**src/rtl/cache_port_arbiter.sv**
```systemverilog
`default_nettype none
// ============================================================================
// Module      : cache_port_arbiter
// Description : Two-requester round-robin arbiter in front of a single cache
//               processor port. It keeps at most one transaction outstanding.
//               A read holds the port until the data returns. If the data does
//               not return in time, a watchdog completes the read with zero
//               data instead.
// Ports       : clk, rst              - clock, async active-high reset
//               i_r{0,1}_*            - requester address/byte-en/data/rd/wr
//               o_r{0,1}_*            - requester readdata/valid/waitrequest
//               o_c_*                 - cache-side request outputs
//               i_c_*                 - cache-side response inputs
//               o_owner, o_timeout    - current/last owner, watchdog pulse
//               cnt_g0, cnt_g1        - accepted transaction counters
// Revision    : 1.0 - initial release
// ============================================================================
module cache_port_arbiter #(
    parameter int ADDR_W     = 25,
    parameter int RD_TIMEOUT = 255
) (
    input  logic              clk,
    input  logic              rst,

    input  logic [ADDR_W-1:0] i_r0_addr,
    input  logic [3:0]        i_r0_byte_en,
    input  logic [31:0]       i_r0_writedata,
    input  logic              i_r0_read,
    input  logic              i_r0_write,
    output logic [31:0]       o_r0_readdata,
    output logic              o_r0_readdata_valid,
    output logic              o_r0_waitrequest,

    input  logic [ADDR_W-1:0] i_r1_addr,
    input  logic [3:0]        i_r1_byte_en,
    input  logic [31:0]       i_r1_writedata,
    input  logic              i_r1_read,
    input  logic              i_r1_write,
    output logic [31:0]       o_r1_readdata,
    output logic              o_r1_readdata_valid,
    output logic              o_r1_waitrequest,

    output logic [ADDR_W-1:0] o_c_addr,
    output logic [3:0]        o_c_byte_en,
    output logic [31:0]       o_c_writedata,
    output logic              o_c_read,
    output logic              o_c_write,
    input  logic [31:0]       i_c_readdata,
    input  logic              i_c_readdata_valid,
    input  logic              i_c_waitrequest,

    output logic              o_owner,
    output logic              o_timeout,
    output logic [31:0]       cnt_g0,
    output logic [31:0]       cnt_g1
);

    // Timer is just wide enough to reach RD_TIMEOUT; with the watchdog
    // disabled it still exists but never triggers anything.
    localparam int                 c_TMR_W   = (RD_TIMEOUT > 0) ? $clog2(RD_TIMEOUT + 1) : 1;
    localparam logic [c_TMR_W-1:0] c_TMR_MAX = c_TMR_W'(RD_TIMEOUT);
    localparam logic               c_TMO_EN  = (RD_TIMEOUT > 0);

    typedef enum logic [1:0] {
        S_IDLE    = 2'd0,
        S_BUSY    = 2'd1,
        S_WAIT_RD = 2'd2
    } state_t;

    state_t               r_state;
    state_t               w_next;
    logic                 r_owner;
    logic                 r_last_grant;
    logic [c_TMR_W-1:0]   r_timer;
    logic [31:0]          r_cnt_g0;
    logic [31:0]          r_cnt_g1;

    logic                 w_pend0;
    logic                 w_pend1;
    logic                 w_grant_sel;
    logic [ADDR_W-1:0]    w_own_addr;
    logic [3:0]           w_own_byte_en;
    logic [31:0]          w_own_writedata;
    logic                 w_own_read;
    logic                 w_own_write;
    logic                 w_own_pend;
    logic                 w_accept;
    logic                 w_rd_valid;
    logic                 w_tmo;
    logic                 w_done;

    // ------------------------------------------------------------------
    // Request decode and arbitration
    // ------------------------------------------------------------------
    assign w_pend0 = i_r0_read | i_r0_write;
    assign w_pend1 = i_r1_read | i_r1_write;

    // On a tie, the requester that was not granted last wins. Otherwise the
    // single pending requester wins.
    assign w_grant_sel = (w_pend0 && w_pend1) ? ~r_last_grant : w_pend1;

    assign w_own_addr      = r_owner ? i_r1_addr      : i_r0_addr;
    assign w_own_byte_en   = r_owner ? i_r1_byte_en   : i_r0_byte_en;
    assign w_own_writedata = r_owner ? i_r1_writedata : i_r0_writedata;
    assign w_own_read      = r_owner ? i_r1_read      : i_r0_read;
    assign w_own_write     = r_owner ? i_r1_write     : i_r0_write;
    assign w_own_pend      = w_own_read | w_own_write;

    // Read completion: real data takes priority over the watchdog.
    assign w_rd_valid = (r_state == S_WAIT_RD) && i_c_readdata_valid;
    assign w_tmo      = c_TMO_EN && (r_state == S_WAIT_RD) && !i_c_readdata_valid
                        && (r_timer == c_TMR_MAX);
    assign w_done     = w_rd_valid | w_tmo;

    // Read data passes straight through except on a forced completion.
    assign o_r0_readdata = w_tmo ? 32'd0 : i_c_readdata;
    assign o_r1_readdata = w_tmo ? 32'd0 : i_c_readdata;

    assign o_owner   = r_owner;
    assign o_timeout = w_tmo;
    assign cnt_g0    = r_cnt_g0;
    assign cnt_g1    = r_cnt_g1;

    // ------------------------------------------------------------------
    // Next-state and output logic
    // ------------------------------------------------------------------
    always_comb begin
        w_next              = r_state;
        w_accept            = 1'b0;
        o_c_addr            = '0;
        o_c_byte_en         = 4'd0;
        o_c_writedata       = 32'd0;
        o_c_read            = 1'b0;
        o_c_write           = 1'b0;
        o_r0_waitrequest    = 1'b1;
        o_r1_waitrequest    = 1'b1;
        o_r0_readdata_valid = 1'b0;
        o_r1_readdata_valid = 1'b0;

        case (r_state)
            S_IDLE: begin
                if (w_pend0 || w_pend1) begin
                    w_next = S_BUSY;
                end
            end

            S_BUSY: begin
                o_c_addr      = w_own_addr;
                o_c_byte_en   = w_own_byte_en;
                o_c_writedata = w_own_writedata;
                // Read and write together are treated as a write.
                o_c_write     = w_own_write;
                o_c_read      = w_own_read & ~w_own_write;
                if (r_owner) begin
                    o_r1_waitrequest = i_c_waitrequest;
                end else begin
                    o_r0_waitrequest = i_c_waitrequest;
                end

                if (!w_own_pend) begin
                    w_next = S_IDLE;
                end else if (!i_c_waitrequest) begin
                    w_accept = 1'b1;
                    w_next   = w_own_write ? S_IDLE : S_WAIT_RD;
                end
            end

            S_WAIT_RD: begin
                if (w_done) begin
                    if (r_owner) begin
                        o_r1_readdata_valid = 1'b1;
                    end else begin
                        o_r0_readdata_valid = 1'b1;
                    end
                    w_next = S_IDLE;
                end
            end

            default: begin
                w_next = S_IDLE;
            end
        endcase
    end

    // ------------------------------------------------------------------
    // State register and bookkeeping
    // ------------------------------------------------------------------
    always_ff @(posedge clk or posedge rst) begin
        if (rst) begin
            r_state <= S_IDLE;
        end else begin
            r_state <= w_next;
        end
    end

    always_ff @(posedge clk or posedge rst) begin
        if (rst) begin
            r_owner      <= 1'b0;
            r_last_grant <= 1'b1;
            r_timer      <= '0;
            r_cnt_g0     <= 32'd0;
            r_cnt_g1     <= 32'd0;
        end else begin
            if ((r_state == S_IDLE) && (w_pend0 || w_pend1)) begin
                r_owner <= w_grant_sel;
            end

            if (w_accept) begin
                r_last_grant <= r_owner;
                if (r_owner) begin
                    r_cnt_g1 <= r_cnt_g1 + 32'd1;
                end else begin
                    r_cnt_g0 <= r_cnt_g0 + 32'd1;
                end
            end

            // The timer counts WAIT_RD cycles and restarts from zero on every entry.
            if ((r_state == S_WAIT_RD) && (w_next == S_WAIT_RD)) begin
                r_timer <= r_timer + c_TMR_W'(1);
            end else begin
                r_timer <= '0;
            end
        end
    end

endmodule
`default_nettype wire

```
**config.mk**
```make
export PLATFORM = sky130hd
export DESIGN_NAME = cache_port_arbiter
export DESIGN_NICKNAME = d
export VERILOG_FILES = /design/src/rtl/cache_port_arbiter.sv
export SDC_FILE = /design/constraint.sdc
export NUM_CORES = 1
export LEC_CHECK = 0
export CELL_PAD_IN_SITES_DETAIL_PLACEMENT = 1
export CELL_PAD_IN_SITES_GLOBAL_PLACEMENT = 1
export CORE_ASPECT_RATIO = 1.75
export CORE_MARGIN = 2
export CORE_UTILIZATION = 26
export DETAILED_ROUTE_END_ITERATION = 10
export PLACE_DENSITY_LB_ADDON = 0.3
export SETUP_SLACK_MARGIN = 0.2
export SKIP_CTS_REPAIR_TIMING = 1
export SLEW_MARGIN = 20
export SYNTH_ARGS = -nofsm -noshare
export SYNTH_HDL_FRONTEND = slang
export SYNTH_SLANG_ARGS = --single-unit
```
**constraint.sdc**
```tcl
create_clock -name clk -period 7.75 [get_ports clk]
set_clock_uncertainty 0.2 [all_clocks]
set_input_delay 1.55 -clock clk [delete_from_list [all_inputs] [get_ports clk]]
set_output_delay 1.55 -clock clk [all_outputs]
set_load 0.02 [all_outputs]
```
Word level (Yosys, flattened, before mapping) --
Cells that the tools add are included.
Storage, ports and cells: register bits 76, latch bits 0, RAM bits 0, memory bits (read-only) 0, input port bits 162, output and inout bits 197, logic and storage cells 64, memories 0
Cells by class: $add $sub $neg 3, multipliers 0, divide/modulo/power cells 0, order comparisons 0, equality and inequality tests 4, shift-type cells 0, mux-type cells 32, bitwise logic cells 8, reduce and logical (&&, ||, !) cells 11
Operators with widths (number):
- $mux 32 | 3
- $add 32x1->32 const B | 2
- $mux 25 | 2
- $mux 1 | 18
- $mux 2 | 5
- $add 8x1->8 const B | 1
- $eq 8x8->1 const B | 1
- $mux 4 | 2
- $mux 8 | 1
- $logic_and 1x1->1 | 6
- $pmux 2 s3 | 1
- $eq 2x2->1 const B | 2
- $or 1x1->1 | 4
- $reduce_and 2->1 | 2
- $not 1->1 | 3
- $eq 2x1->1 const B | 1
- $logic_not 2->1 | 1
- $and 1x1->1 | 1
- $logic_not 1->1 | 1
- $logic_or 1x1->1 | 1

Logic depth before layout (Yosys ltp) --
Gate-level depths: netlist of the first run.
depth after elaboration 9, depth in mapped cells 7, gate-level depth less buffers 5

Worst setup path after synthesis of the first run --
Ideal clock, no wire load.
path type input port to output port, from input port i_c_readdata_valid, to output port o_r1_readdata[22], arrival time 3559 ps, data required time 6000 ps, slack 2441 ps, stages on the path 5, cells stage by stage or3b_2 nor4_1 clkbuf_1 nor2b_1 buf_4
On the way: cells in the longest elaborated chain, start to end 4
Ends and longest elaborated chain:
- start: declaration | RTL line 49 | input logic i_c_readdata_valid,
- $logic_not 1->1 | RTL line 111 | assign w_tmo = c_TMO_EN && (r_state == S_WAIT_RD) && !i_c_readdata_valid
- $logic_and 1x1->1 | RTL line 111
- $logic_and 1x1->1 | RTL line 112 | && (r_timer == c_TMR_MAX);
- via o_timeout | RTL line 53 | output logic o_timeout,
- $mux 32
- end: declaration | RTL line 39 | output logic [31:0] o_r1_readdata,
The timed path passes the listed nets, and every way through them passes these cells.

Worst setup path after layout of the first run --
from input port i_c_readdata_valid, to output port o_r1_readdata_valid
On the way: cells in the longest elaborated chain, start to end 6, elaborated cells on any way between the ends 7, classes of those cells mux (2); bitwise (1); reduce/logical (4)
Ends and longest elaborated chain:
- $logic_not 1->1 | RTL line 111
- $logic_and 1x1->1 | RTL line 111
- $logic_and 1x1->1 | RTL line 112
- $or 1x1->1 (*) | RTL line 113 | assign w_done = w_rd_valid | w_tmo;
- $mux 1 (*) | RTL line 169 | if (w_done) begin
- $mux 1 (*) | RTL line 140 | case (r_state)
- end: declaration | RTL line 40 | output logic o_r1_readdata_valid,
Mark *: on every way between the ends. The rest lies on a longest branch, timed or not.

==> results of run 1 <==
power groups by stage:
stage / logic (mW) / registers (mW) / clock network [mW]
finish: 1.23 / 0.492 / 0.454
global route: 1.31 / 0.500 / 0.482
CTS: 1.25 / 0.493 / 0.465
detailed placement: 1.24 / 0.499 / 0
global placement: 1.24 / 0.499 / 0
floorplan: 0.640 / 0.496 / 0
per-layer routing:
metal / share of wire (%) / track usage (%)
met1: 38 / 24.1
met2: 53 / 36.9
met3: 7.9 / 5.82
met4: 0.68 / 3.74
met5: 0 / 0
cell type report:
cell class              count  share of cell area (%)
clock buffers              10                    2.59
clock inverters             6                   0.989
inverters                   6                   0.254
multi-input cells         401                    30.3
flip-flops and latches     76                    21.5
well taps                 238                    3.36
repair buffers            364                    41.0
cell usage in the layout (no fill, tap or decap), types with 3 or more instances in the layout:
cell type / netlist / final
ha_1: 3 / 3
nand2_1: 26 / 26
nand3_1: 26 / 26
dfrtp_1: 75 / 74
mux2i_1: 62 / 62
nand4_1: 21 / 21
xnor2_1: 35 / 35
nor2b_1: 33 / 33
and2_1: 4 / 4
and4_1: 12 / 12
clkdlybuf4s50_1: 0 / 358
nor2_1: 88 / 88
inv_1: 6 / 5
o21ai_0: 4 / 4
clkbuf_16: 0 / 9
nor3_1: 13 / 12
xor2_1: 33 / 33
nor4_1: 12 / 11
buf_4: 32 / 6
and3_1: 8 / 8
state kept, by name (all words and copies together) (netlist names):
name	count
cnt_g1	32
r_timer	8
r_last_grant	1
r_state	2
cnt_g0	32
o_owner	1
final timing paths:
path	start	endpoint	slack (ns)	depth (start not counted)
max	i_c_readdata_valid	o_r1_readdata_valid	1.99	7
min	cnt_g0[31]	cnt_g0[31]	0.28	1
max reg2reg	o_owner	cnt_g1[26]	4.46	6
min reg2reg	cnt_g0[31]	cnt_g0[31]	0.28	1
max in group asynchronous	rst	o_owner	4.90	3
min in group asynchronous	rst	cnt_g1[30]	1.67	3
cell families (layout without fill, tap and decap cells):
group	after synthesis	in the layout	synth area share (%)
AOI/OAI and AO/OA	12	12	1.62
DFF	76	76	38.6
buffers and inverters	64	386	7.38
xor gates and xnor gates	68	68	12.1
adders and majority gates	3	3	0.761
and+or+nand+nor	254	254	26.6
muxes	64	64	13.0
through the flow:
step | instances | setup WS (ns) | area (um^2)
final | 1101 | 1.99 | 8850
after global routing | 1101 | 1.85 | 8850
after CTS | 1101 | 1.96 | 8850
after detailed placement | 1085 | 1.97 | 8540
after global placement | 1085 | 2.03 | 8530
after floorplan | 541 | 2.44 | 4940
==> results.json, run 1 <==
{
  "setup_viol": 0,
  "internal-power_mw": 1.28,
  "finalPower_mw": 2.18,
  "synth_edf_count": 0,
  "drtAntennaViolNets": 0,
  "dr.pass1.iters": 6,
  "clk_latency_ns": 0.33,
  "max_stage_delay_ns": 0.64,
  "synth_area_um2": 4940,
  "start_util_pct": 26.6,
  "final_util_pct": 47.6,
  "endpoint_kind": "output port",
  "htree_levels": 3,
  "port_buffers": 358,
  "yosysSeqAreaShare_pct": 38.6,
  "cap_violations": 0,
  "max-vdd-ir-drop_mv": 0.171,
  "synth_top_area_cell": "dfrtp_1",
  "cp_common_cell": "clkdlybuf4s50_1",
  "grt_pass1_vias": 5347,
  "p_sw_mw": 0.891,
  "layout_min_cycle_time_ns": 5.76,
  "antenna_found_initial": 0,
  "max_slew_margin_pct": 32.7,
  "multi_input_area_um2": 2680,
  "drive_gt1_share_pct": 3.94,
  "yosys_warnings": 0,
  "grt_start_max_net_pins": 77,
  "grt_pass1_wl_um": 31400,
  "clock-sinks": 76,
  "worstPathArrival_ns": 4.01,
  "period_share_pct": 74.3,
  "synth_top_area_share_pct": 38.0,
  "path_delay_family": "buffers and inverters",
  "ff_latch_area_um2": 1910,
  "syn_avg_cell_area_um2": 9.12,
  "grt_setup_unrepaired": "no",
  "clockPowerShare_pct": 20.9,
  "drc": 0,
  "io-pin-count": 359,
  "dieWidth_um": 108,
  "path_cells": "clkdlybuf4s50_1 -> or3b_2 -> nor4_2 -> buf_4 -> a31oi_1 -> nor2b_1 -> clkdlybuf4s50_1",
  "critical_path_class": "in2out",
  "drt-wirelength-per-cell_um": 19.3,
  "powerDensity_nw_per_um2": 246,
  "grt_use_total_pct": 20.4,
  "antenna_cells": 0,
  "core_um2": 18600,
  "vias": 5147,
  "hold_path_class": "reg2reg",
  "cts_made_buffers": 9,
  "detail_route.wirelength_um": 21300,
  "die_h_um": 186,
  "viasPerCell": 4.67,
  "max_freq_mhz": 174,
  "synth_seq_cells": 76,
  "tightest_slew_ns": 1.01,
  "cts_tree": "done",
  "async_reset_ff_share_pct": 100,
  "seq_power_share_pct": 22.6,
  "p_leak_nw": 3.76,
  "critPathLaunchType": "input port",
  "crit_fanout": 34,
  "path_clk_slew_ns": 0.06,
  "slowest_stage": "clkdlybuf4s50_1",
  "drtIter0Drc": 143,
  "synth_area_leaders": "dfrtp_1, mux2i_1, nor2_1",
  "synthCells": 541,
  "critical_path_required_ns": 6.00,
  "crit_buf_inv": 3,
  "synthTopCellsByCount": "nor2_1, dfrtp_1, mux2i_1, xnor2_1",
  "slew_violations": 0,
  "syn2layout_area_growth_pct": 79.4,
  "gp_congestion": 0.744,
  "swShare_pct": 40.9,
  "synth_most_common_cell": "nor2_1",
  "finalSetupTns_ns": 0,
  "root_buffer": "clkbuf_16",
  "comb_power_share_pct": 56.5,
  "row_count": 66,
  "cts.path.max_buffers": 2,
  "finalNetCount": 1023,
  "nFillCells": 2112,
  "synthFlopType": "dfrtp_1",
  "hold_ws_ns": 0.276,
  "synth_nets": 706,
  "synthDistinctLibCells": 39,
  "detailed_place_hpwl_um": 17500,
  "run_status": "finished, final reports clean",
  "hold_viol_final": 0,
  "design.die.area_um2": 20100,
  "grt-ovfl-total": 0
}
Power figures use the tool's default switching activity.
==> inputs of run 2 (changes only) <==
--- a/config.mk
+++ b/config.mk
@@ -9,7 +9,7 @@
 export CELL_PAD_IN_SITES_GLOBAL_PLACEMENT = 1
 export CORE_ASPECT_RATIO = 1.75
 export CORE_MARGIN = 2
-export CORE_UTILIZATION = 26
+export CORE_UTILIZATION = 22
 export DETAILED_ROUTE_END_ITERATION = 10
 export PLACE_DENSITY_LB_ADDON = 0.3
 export SETUP_SLACK_MARGIN = 0.2
==> constraint.sdc (replaced) <==
create_clock -name clk -period 4.92 [get_ports clk]
set_clock_uncertainty 0.2 [all_clocks]
set_input_delay 0.984 -clock clk [delete_from_list [all_inputs] [get_ports clk]]
set_output_delay 0.984 -clock clk [all_outputs]
set_load 0.02 [all_outputs]
==> run 2 against run 1 <==
Clock-buffer cell count decreased by 1; non-clock buffer count increased by 2; worst hold slack improved by 0.0019 ns; register-to-register slack got worse by 2.6 ns; sequential share of layout area decreased by 0.29 points; die area increased by 18%; combinational power increased by 50%; global-route usage decreased by 2.4 points; sequential power increased by 75%; setup slack got worse by 1.6 ns; largest cell class unchanged; highest routed layer unchanged.
==> results.json, run 2 (synthesized netlist as in run 1, its figures left out) <==
{
  "run_status": "finished, final reports clean",
  "detail_route.wirelength_um": 21700,
  "hold_path_class": "reg2reg",
  "setup_ws_ns": 0.401,
  "grt_use_total_pct": 18.0,
  "cts.path.max_buffers": 2,
  "drc": 0,
  "mostFrequentLayoutCells": "clkdlybuf4s50_1, nor2_1, dfrtp_1, mux2i_1, xnor2_1",
  "start_util_pct": 22.4,
  "period_share_pct": 91.9,
  "grt_pass1_wl_um": 32300,
  "max_freq_mhz": 221,
  "slowest_stage": "clkdlybuf4s50_1",
  "core_um2": 22100,
  "finalPower_mw": 3.44,
  "design.die.area_um2": 23700,
  "rr_startpoint": "o_owner",
  "crit_fanout": 33,
  "viasPerCell": 4.44,
  "critical_path_required_ns": 3.74,
  "setup_viol": 0,
  "hold_viol_final": 0,
  "grt-ovfl-total": 0,
  "syn2layout_area_growth_pct": 81.8,
  "max_slew_margin_pct": 34.8,
  "critPathLaunchType": "input port",
  "path_clk_slew_ns": 0.07,
  "multi_input_area_um2": 2680,
  "cts_tree": "done",
  "cap_violations": 0,
  "max_stage_delay_ns": 0.65,
  "finalSetupTns_ns": 0,
  "cts_made_buffers": 9,
  "tightest_slew_ns": 0.978,
  "powerDensity_nw_per_um2": 383,
  "detailed_place_hpwl_um": 18000,
  "hold_start": "cnt_g1[31]",
  "io-pin-count": 359,
  "clock-sinks": 76,
  "path_cells": "clkdlybuf4s50_1 -> or3b_2 -> nor4_2 -> buf_12 -> nor2b_1 -> clkdlybuf4s50_1",
  "root_buffer": "clkbuf_16",
  "gp_congestion": 0.805,
  "hold_ws_ns": 0.278,
  "layout_min_cycle_time_ns": 4.52,
  "grt_start_max_net_pins": 62,
  "antenna_cells": 0,
  "nFillCells": 2498,
  "worstSetupStartpoint": "i_c_readdata_valid",
  "die_h_um": 202,
  "grt_pass1_vias": 5615,
  "drtAntennaViolNets": 0,
  "ff_latch_area_um2": 1910,
  "vias": 5158,
  "layout.cells.most_common": "clkdlybuf4s50_1",
  "antenna_found_initial": 0,
  "dpl_worst_slack_ns": 0.411,
  "drtIter0Drc": 209,
  "instances_no_fill": 1161,
  "port_buffers": 358,
  "htree_levels": 3,
  "critical_path_class": "in2out",
  "worstPathArrival_ns": 3.34,
  "slew_violations": 0,
  "grt_setup_unrepaired": "no",
  "dieWidth_um": 117,
  "clk_latency_ns": 0.34,
  "drive_gt1_share_pct": 4.16,
  "finalNetCount": 1025,
  "row_count": 72,
  "dr.pass1.iters": 4,
  "drt-wirelength-per-cell_um": 18.7,
  "endpoint_kind": "output port",
  "cp_common_cell": "clkdlybuf4s50_1",
  "p_leak_nw": 3.78,
  "max-vdd-ir-drop_mv": 0.199,
  "dp_cells": 1145
}
-- run 2: critical path: cells and delay by family --
| family | cells | cell delay [ns] |
|---|---|---|
| buf+inv | 3 | 1.32 |
| simple gates | 3 | 1.02 |
-- run 2: final cells by class --
cell class / instances / share of cell area [%]
multi-input cells: 401 / 29.8
inverters: 6 / 0.251
repair buffers: 366 / 40.9
well taps: 296 / 4.13
flip-flops and latches: 76 / 21.2
clock inverters: 7 / 1.17
clock buffers: 9 / 2.51
-- run 2: worst paths after layout --
check | end | slack [ns] | cells after the start
max | o_r1_readdata[28] | 0.40 | 6
min | cnt_g1[31] | 0.28 | 1
max reg2reg | cnt_g1[30] | 1.83 | 4
min reg2reg | cnt_g1[31] | 0.28 | 1
max in group asynchronous | r_timer[6] | 2.86 | 3
min in group asynchronous | cnt_g1[31] | 0.93 | 2
-- run 2: where the power goes --
part	switching [mW]	internal, mW	leakage (nW)
clock	0.285	0.453	0.159
combinational	0.926	0.914	2.59
sequential	0.185	0.676	1.03
total	1.40	2.04	3.78
-- run 2: metrics by stage --
stage,utilization [%],area (um^2)
finish,40.7,8970
global route,40.7,8970
CTS,40.7,8970
detailed placement,39.2,8640
global placement,39.2,8640
floorplan,-,4940
-- run 2: metal layers --
layer  share of wire, %  GRT usage [%]  up-vias
met5                  0              0        -
li1                   -              -     2451
met1                 36           19.0     2460
met4                1.3           4.20        0
met2                 53           33.0      232
met3                9.7           6.93       15
==> inputs of run 3 (changes only) <==
--- a/config.mk
+++ b/config.mk
@@ -7,7 +7,7 @@
 export LEC_CHECK = 0
 export CELL_PAD_IN_SITES_DETAIL_PLACEMENT = 1
 export CELL_PAD_IN_SITES_GLOBAL_PLACEMENT = 1
-export CORE_ASPECT_RATIO = 1.75
+export CORE_ASPECT_RATIO = 0.8
 export CORE_MARGIN = 2
 export CORE_UTILIZATION = 22
 export DETAILED_ROUTE_END_ITERATION = 10
==> run 3 against run 2 <==
Non-clock buffer count grew 1; die area shrank 0.17%; register-to-register slack lost 0.09 ns; sequential share of layout area grew 0.14 points; clock power shrank 12%; maximum frequency grew 0.82%; first-iteration DRC count grew 9.1%; wire length shrank 3.3%; critical path type unchanged; largest power group unchanged.
==> results.json, run 3 (synthesized netlist as in run 1, its figures left out) <==
{
  "run_status": "finished, final reports clean",
  "grt_start_max_net_pins": 63,
  "row_count": 48,
  "syn2layout_area_growth_pct": 80.6,
  "crit_fanout": 33,
  "setup_viol": 0,
  "grt_pass1_wl_um": 30600,
  "p_leak_nw": 3.76,
  "layout_min_cycle_time_ns": 4.48,
  "max_stage_delay_ns": 0.58,
  "cts.path.max_buffers": 2,
  "drive_gt1_share_pct": 4.05,
  "path_cells": "clkdlybuf4s50_1 -> or3b_2 -> nor4_2 -> buf_4 -> nor2b_1 -> clkdlybuf4s50_1",
  "mostFrequentLayoutCells": "clkdlybuf4s50_1, nor2_1, dfrtp_1, mux2i_1, xnor2_1",
  "htree_levels": 3,
  "finalPower_mw": 3.34,
  "dr.pass1.iters": 4,
  "design.die.area_um2": 23700,
  "detail_route.wirelength_um": 21000,
  "slew_violations": 0,
  "io-pin-count": 359,
  "finalNetCount": 1026,
  "placed_area_um2": 8630,
  "hold_viol_final": 0,
  "core_um2": 21800,
  "endpoint_kind": "output port",
  "critPathLaunchType": "input port",
  "cts_tree": "done",
  "max_freq_mhz": 223,
  "worstPathArrival_ns": 3.30,
  "die_h_um": 138,
  "period_share_pct": 91.1,
  "grt-ovfl-total": 0,
  "grt_use_total_pct": 16.8,
  "drc": 0,
  "rr_worst_depth": 4,
  "min_path_cells": 1,
  "ff_latch_area_um2": 1910,
  "drtAntennaViolNets": 0,
  "cp_common_cell": "clkdlybuf4s50_1",
  "nFillCells": 2484,
  "powerDensity_nw_per_um2": 375,
  "cts_made_buffers": 9,
  "hold_path_class": "reg2reg",
  "clock-sinks": 76,
  "multi_input_area_um2": 2680,
  "tightest_slew_ns": 0.984,
  "drt-wirelength-per-cell_um": 18.0,
  "antenna_found_initial": 1,
  "antenna_cells": 0,
  "drtIter0Drc": 228,
  "fin_area_um2": 8910,
  "path_clk_slew_ns": 0.06,
  "start_util_pct": 22.6,
  "grt_pass1_vias": 5236,
  "root_buffer": "clkbuf_16",
  "max-vdd-ir-drop_mv": 0.234,
  "max_slew_margin_pct": 34.4,
  "port_buffers": 358,
  "grt_setup_unrepaired": "no",
  "viasPerCell": 4.38,
  "cap_violations": 0,
  "vias": 5103,
  "clk_latency_ns": 0.33,
  "critical_path_required_ns": 3.74,
  "finalSetupTns_ns": 0,
  "slowest_stage": "clkdlybuf4s50_1",
  "layout.cells.most_common": "clkdlybuf4s50_1",
  "critical_path_class": "in2out",
  "gp_congestion": 0.713,
  "detailed_place_hpwl_um": 17000,
  "dieWidth_um": 171
}
run 3: report_power, final:
group	switching [mW]	internal (mW)	total (mW)
sequential	0.186	0.676	0.863
clock	0.260	0.388	0.648
combinational	0.920	0.911	1.83
total	1.37	1.98	3.34
run 3: path summary, 6_finish.rpt:
check                                        start                 to  slack [ns]
worst max-delay path            i_c_readdata_valid  o_r1_readdata[31]        0.44
worst min register to register          cnt_g1[31]         cnt_g1[31]        0.26
min in group asynchronous                      rst         cnt_g0[25]        0.93
worst min-delay path                    cnt_g1[31]         cnt_g1[31]        0.26
worst max register to register             o_owner         cnt_g1[26]        1.74
max in group asynchronous                      rst         cnt_g1[16]        2.78
run 3: layout make-up:
| type | instances | share of cell area, % |
|---|---|---|
| tap | 300 | 4.21 |
| multi-input combinational | 401 | 30.0 |
| sequential | 76 | 21.4 |
| timing repair buffer | 367 | 41.0 |
| inverter | 6 | 0.253 |
| clock inverter | 5 | 0.604 |
| clock buffer | 10 | 2.57 |
run 3: metrics by stage:
step           hold WS, ns  worst slack, ns  instances  utilization [%]
2_1_floorplan        0.248            0.743        541                -
3_3_place_gp         0.260            0.448       1150             39.6
3_5_place_dp         0.259            0.420       1150             39.6
4_1_cts              0.269            0.409       1165             40.9
5_1_grt              0.303            0.318       1165             40.9
6_report             0.263            0.437       1165             40.9
run 3: layer usage:
layer	track usage [%]	vias to the layer above	wire, um	part of all wire [%]
met5	0	-	11	0.052
li1	-	2449	-	-
met2	27.7	177	10400	49
met1	22.3	2457	9090	43
met3	4.31	18	1310	6.2
met4	3.20	2	205	0.98
run 3: critical path, delay by kind of cell:
kind,cells,cell delay (ns)
buffers and inverters,3,1.37
and+or+nand+nor,3,0.94
